[config.mk]
export PLATFORM = sky130hd
export DESIGN_NAME = vad_energy
export DESIGN_NICKNAME = d
export VERILOG_FILES = /design/src/rtl/vad_energy.sv
export SDC_FILE = /design/constraint.sdc
export NUM_CORES = 1
export LEC_CHECK = 0
export CAP_MARGIN = 20
export CELL_PAD_IN_SITES_DETAIL_PLACEMENT = 0
export CELL_PAD_IN_SITES_GLOBAL_PLACEMENT = 1
export CORE_MARGIN = 1.5
export CORE_UTILIZATION = 44
export DETAILED_ROUTE_END_ITERATION = 10
export PLACE_DENSITY_LB_ADDON = 0.1
export SLEW_MARGIN = 10
export SYNTH_ARGS = -nofsm -noshare
export SYNTH_HDL_FRONTEND = slang
export SYNTH_SLANG_ARGS = --single-unit
[constraint.sdc]
create_clock -name clk_i -period 6.21 [get_ports clk_i]
set_input_delay 0.9315 -clock clk_i [delete_from_list [all_inputs] [get_ports clk_i]]
set_output_delay 0.9315 -clock clk_i [all_outputs]
set_load 0.005 [all_outputs]
[src/rtl/vad_energy.sv]
`timescale 1ns/1ps
// Energy-based voice activity detector on a raw PDM stream: per-window density
// deviation energy plus a hold/hangover FSM driving vad_o.
module vad_energy #(
  parameter  int SUB_LEN      = 16,
  parameter  int NUM_SUBS     = 64,
  parameter  int HOLD_WINDOWS = 2,
  parameter  int HANG_WINDOWS = 4,
  localparam int ENERGY_BW    = $clog2(NUM_SUBS * SUB_LEN / 2 + 1)
) (
  input  logic                 clk_i,
  input  logic                 rst_i,
  input  logic                 en_i,
  input  logic                 pdm_data_i,
  input  logic                 pdm_valid_i,
  input  logic [ENERGY_BW-1:0] thresh_i,
  output logic                 vad_o,
  output logic [ENERGY_BW-1:0] energy_o,
  output logic                 energy_valid_o
);

  localparam int ONES_W = $clog2(SUB_LEN + 1);
  localparam int SUB_W  = $clog2(SUB_LEN);
  localparam int IDX_W  = $clog2(NUM_SUBS);

  localparam logic [SUB_W-1:0]  SUB_LAST = SUB_W'(SUB_LEN - 1);
  localparam logic [SUB_W-1:0]  SUB_ONE  = SUB_W'(1);
  localparam logic [IDX_W-1:0]  IDX_LAST = IDX_W'(NUM_SUBS - 1);
  localparam logic [IDX_W-1:0]  IDX_ONE  = IDX_W'(1);
  localparam logic [ONES_W-1:0] HALF     = ONES_W'(SUB_LEN / 2);
  localparam logic [3:0]        HOLD_N   = 4'(HOLD_WINDOWS);
  localparam logic [3:0]        HANG_N   = 4'(HANG_WINDOWS);

  typedef enum logic [1:0] {
    ST_QUIET  = 2'b00,
    ST_ARMING = 2'b01,
    ST_ACTIVE = 2'b10
  } state_t;

  logic [ONES_W-1:0]    ones_cnt_r;
  logic [SUB_W-1:0]     sub_cnt_r;
  logic [IDX_W-1:0]     sub_idx_r;
  logic [ENERGY_BW-1:0] acc_r;
  logic [ENERGY_BW-1:0] energy_r;
  logic                 energy_valid_r;

  logic [ONES_W-1:0]    ones_total_s;
  logic [ONES_W-1:0]    dev_s;
  logic [ENERGY_BW-1:0] win_energy_s;
  logic                 sub_end_s;
  logic                 win_end_s;
  logic                 above_s;

  state_t               state_r, state_s;
  logic [3:0]           run_r, run_s;
  logic [3:0]           quiet_r, quiet_s;
  logic [3:0]           run_inc_s;
  logic [3:0]           quiet_inc_s;

  // Sub-window deviation, running window energy and end-of-window decode
  always_comb begin
    ones_total_s = ones_cnt_r + ONES_W'(pdm_data_i);
    if (ones_total_s >= HALF) begin
      dev_s = ones_total_s - HALF;
    end else begin
      dev_s = HALF - ones_total_s;
    end
    win_energy_s = acc_r + ENERGY_BW'(dev_s);
    sub_end_s    = en_i && pdm_valid_i && (sub_cnt_r == SUB_LAST);
    win_end_s    = sub_end_s && (sub_idx_r == IDX_LAST);
    above_s      = (win_energy_s >= thresh_i);
  end

  // Sample counters, energy accumulator and the published window energy
  always_ff @(posedge clk_i or posedge rst_i) begin
    if (rst_i) begin
      ones_cnt_r     <= '0;
      sub_cnt_r      <= '0;
      sub_idx_r      <= '0;
      acc_r          <= '0;
      energy_r       <= '0;
      energy_valid_r <= 1'b0;
    end else if (!en_i) begin
      ones_cnt_r     <= '0;
      sub_cnt_r      <= '0;
      sub_idx_r      <= '0;
      acc_r          <= '0;
      energy_r       <= '0;
      energy_valid_r <= 1'b0;
    end else begin
      energy_valid_r <= 1'b0;
      if (win_end_s) begin
        ones_cnt_r     <= '0;
        sub_cnt_r      <= '0;
        sub_idx_r      <= '0;
        acc_r          <= '0;
        energy_r       <= win_energy_s;
        energy_valid_r <= 1'b1;
      end else if (sub_end_s) begin
        ones_cnt_r <= '0;
        sub_cnt_r  <= '0;
        sub_idx_r  <= sub_idx_r + IDX_ONE;
        acc_r      <= win_energy_s;
      end else if (pdm_valid_i) begin
        ones_cnt_r <= ones_total_s;
        sub_cnt_r  <= sub_cnt_r + SUB_ONE;
      end
    end
  end

  // Hold/hangover next-state logic; only a window end can move the FSM
  always_comb begin
    state_s     = state_r;
    run_s       = run_r;
    quiet_s     = quiet_r;
    run_inc_s   = run_r + 4'd1;
    quiet_inc_s = quiet_r + 4'd1;
    case (state_r)
      ST_QUIET: begin
        if (win_end_s && above_s) begin
          if (HOLD_N == 4'd1) begin
            state_s = ST_ACTIVE;
            quiet_s = 4'd0;
          end else begin
            state_s = ST_ARMING;
            run_s   = 4'd1;
          end
        end else begin
          state_s = ST_QUIET;
        end
      end
      ST_ARMING: begin
        if (win_end_s) begin
          if (!above_s) begin
            state_s = ST_QUIET;
            run_s   = 4'd0;
          end else if (run_inc_s == HOLD_N) begin
            state_s = ST_ACTIVE;
            run_s   = 4'd0;
            quiet_s = 4'd0;
          end else begin
            run_s = run_inc_s;
          end
        end else begin
          state_s = ST_ARMING;
        end
      end
      ST_ACTIVE: begin
        if (win_end_s) begin
          if (above_s) begin
            quiet_s = 4'd0;
          end else if (quiet_inc_s == HANG_N) begin
            state_s = ST_QUIET;
            quiet_s = 4'd0;
            run_s   = 4'd0;
          end else begin
            quiet_s = quiet_inc_s;
          end
        end else begin
          state_s = ST_ACTIVE;
        end
      end
      default: begin
        state_s = ST_QUIET;
        run_s   = 4'd0;
        quiet_s = 4'd0;
      end
    endcase
  end

  // FSM state and run counters
  always_ff @(posedge clk_i or posedge rst_i) begin
    if (rst_i) begin
      state_r <= ST_QUIET;
      run_r   <= 4'd0;
      quiet_r <= 4'd0;
    end else if (!en_i) begin
      state_r <= ST_QUIET;
      run_r   <= 4'd0;
      quiet_r <= 4'd0;
    end else begin
      state_r <= state_s;
      run_r   <= run_s;
      quiet_r <= quiet_s;
    end
  end

  assign vad_o          = (state_r == ST_ACTIVE);
  assign energy_o       = energy_r;
  assign energy_valid_o = energy_valid_r;

endmodule

==> impl_metrics.ini <==
[outcome]
status = complete, but fails checks
violations = design-rule violations

[hold_path]
hp-class = flop to flop

[setup_path]
worstPathMaxFanout = 7
path_delay_family = compound AO/OA/AOI/OAI gates
worst-path-buf-inv = 1
r2r_slack_ns = 1.42
crit_path_top_delay_cell = clkdlybuf4s50_1
cp.required_ns = 6.39
crit_top_cell = ha_1
cp_cell_sequence = clkdlybuf4s50_1 -> ha_1 -> nand3_1 -> xor2_1 -> nand2_1 -> a21oi_1 -> ha_1 -> a21o_1 -> a21oi_1 -> o21ai_0 -> and3_1 -> xor2_1 -> ha_1 -> a211o_1 -> a21oi_2 -> o31ai_2 -> or2_4 -> a211oi_2 -> mux2_1
slowest_delay_ns = 0.48
crit_path_start_kind = input pin
end_kind = flop
path_class = input pin to flop
cp_data_arrival_time_ns = 5.70

[logic_synthesis]
yosys_register_bits = 46
yosys-top-cells-area = dfrtp_1 39%, ha_1 11%, nand2_1 5.4%
syn_inst = 326
synth_flop_cell = dfrtp_1
synth-async-reset-ratio_pct = 100
syn_area_per_cell_um2 = 9.02
synth_edf_count = 0
syn-cell-area_mm2 = 0.00294
yosysTopAreaCell = dfrtp_1
synth_cell_types = 55
syn-num-nets = 367
synth_common_cells = 46 x dfrtp_1, 42 x nand2_1, 25 x ha_1
synth_top_area_share_pct = 39.1
synth-seq-area-share_pct = 39.1
yosysWarnings = 0
synth_most_common_cell = dfrtp_1

[global_route]
gr-total-overflow = 0
grt_pass1_wl_um = 11000
grt_pass1_vias = 2295
grt_max_degree = 47
antenna_found_initial = 0
grtUsageTotal_pct = 19.1

[place]
portBuffers = 26
hpwl_um = 4470
place_congestion = 0.785

[route]
drtIter0Drc = 90
wl_um = 6180
dr.pass1.iters = 7
drt-wirelength-per-cell_um = 14.4
drtAntennaViolNets = 0
drc = 2
post_drt_via_cell_ratio = 5.42
vias = 2321

[finish]
syn_to_final_growth_pct = 15.2
multi_input_area_mm2 = 0.00166
drive_gt1_share_pct = 6.84
antenna_cells = 0
ff_latch_area_mm2 = 0.00115
fill_cells = 631
nets = 391

[sta]
slew_viol_final = 0
hold_viol_final = 0
relSlewSlack_pct = 62.9
finalSetupViolations = 0
whs_ns = 0.452
fmax_mhz = 181
fin_skew_ns = 0.0109
post-route-period-util_pct = 88.9
worst_pin_slew_ns = 0.556
rsz0062_at_grt = no
fin_setup_tns_ns = 0
fin_crit_ns = 5.52

[floorplan]
design.die.area_mm2 = 0.00719
coreArea_mm2 = 0.00642
start_util_pct = 45.8
io_pins = 27
die_h_um = 84.8
core.rowCount = 29
dieWidth_um = 84.8

[clock_tree]
path_clk_slew_ns = 0.09
cts-root-buf = clkbuf_8
cts_tree = done
clock_latency_ns = 0.30
htreeDepth = 2
clock_path_buffers = 2
cts_buffers = 5
cts_setup_buffers = 0
clock-sinks = 46
ctsResizeCount = 0
ctsHoldBuffers = 0

[power_and_ir_drop]
power_leakage_nw = 1.61
peakVddDrop_v = 0.0000878
p_per_area_mw_per_mm2 = 175

[flow_run]
cap_violations = 0
[path summary, 6_finish.rpt]
| path | startpoint | to | cells past startpoint |
|---|---|---|---|
| setup / recovery | pdm_data_i | run_r[0] | 19 |
| setup reg to reg | ones_cnt_r[0] | run_r[0] | 18 |
| min in group asynchronous | rst_i | sub_idx_r[4] | 2 |
| max in group asynchronous | rst_i | state_r[0] | 3 |
| hold / removal | state_r[1] | state_r[0] | 1 |
| hold reg to reg | state_r[1] | state_r[0] | 1 |
[final cells by class]
type / count / share of cell area, %
tap: 77 / 2.84
clock buffer: 8 / 3.25
timing repair buffer: 28 / 8.49
sequential: 46 / 34.0
multi-input combinational: 247 / 49.0
inverter: 22 / 2.44
[routing by layer]
metal / up-vias / wire length [um] / GRT usage (%)
met2: 32 / 2860 / 31.3
met3: 7 / 136 / 3.24
met4: 0 / 68 / 4.92
met5: - / 0 / 0
li1: 1192 / - / -
met1: 1090 / 3110 / 26.4
[power breakdown]
group	switching [mW]	internal, mW
registers	0.00293	0.302
clock network	0.105	0.113
logic	0.0403	0.0303
total	0.148	0.445
[cells in the final DEF, fill, tap and decap left out, types with 4 or more instances in the layout]
master / synthesis / final
xor2_1: 8 / 8
ha_1: 25 / 25
inv_1: 22 / 21
a21o_1: 4 / 4
o21ai_0: 24 / 24
nand4_1: 6 / 6
nand3_1: 22 / 22
and2_1: 6 / 6
dfrtp_1: 46 / 46
nor2b_1: 4 / 4
nor3_1: 6 / 6
nor2_1: 14 / 14
nand2_1: 42 / 42
clkdlybuf4s50_1: 0 / 26
nand2b_1: 4 / 4
a21oi_1: 15 / 15
clkbuf_8: 0 / 8
xnor2_1: 10 / 10
[registers in the layout, summed over array words and instances (netlist names)]
register,flops
ones_cnt_r,5
quiet_r,4
sub_cnt_r,4
acc_r,10
run_r,4
state_r,2
sub_idx_r,6
energy_o,10
energy_valid_o,1
[stage by stage]
stage | total power, mW | setup WS (ns) | util [%] | instances | area, um2
floorplan | 0.357 | 1.30 | - | 326 | 2940
global placement | 0.381 | 0.508 | 50.7 | 419 | 3260
detailed placement | 0.381 | 0.414 | 50.7 | 419 | 3260
CTS | 0.601 | 0.709 | 52.5 | 427 | 3370
global route | 0.622 | 0.199 | 52.8 | 428 | 3390
finish | 0.593 | 0.688 | 52.8 | 428 | 3390
[cell families after synthesis]
| family | synth area share [%] |
|---|---|
| simple gates | 21.7 |
| compound gates | 17.1 |
| fa+ha+maj | 11.3 |
| mux | 1.11 |
| flops | 39.1 |
| buf+inv | 4.38 |
| xor+xnor | 5.36 |
Note: power is estimated with default switching activity, not from simulation.
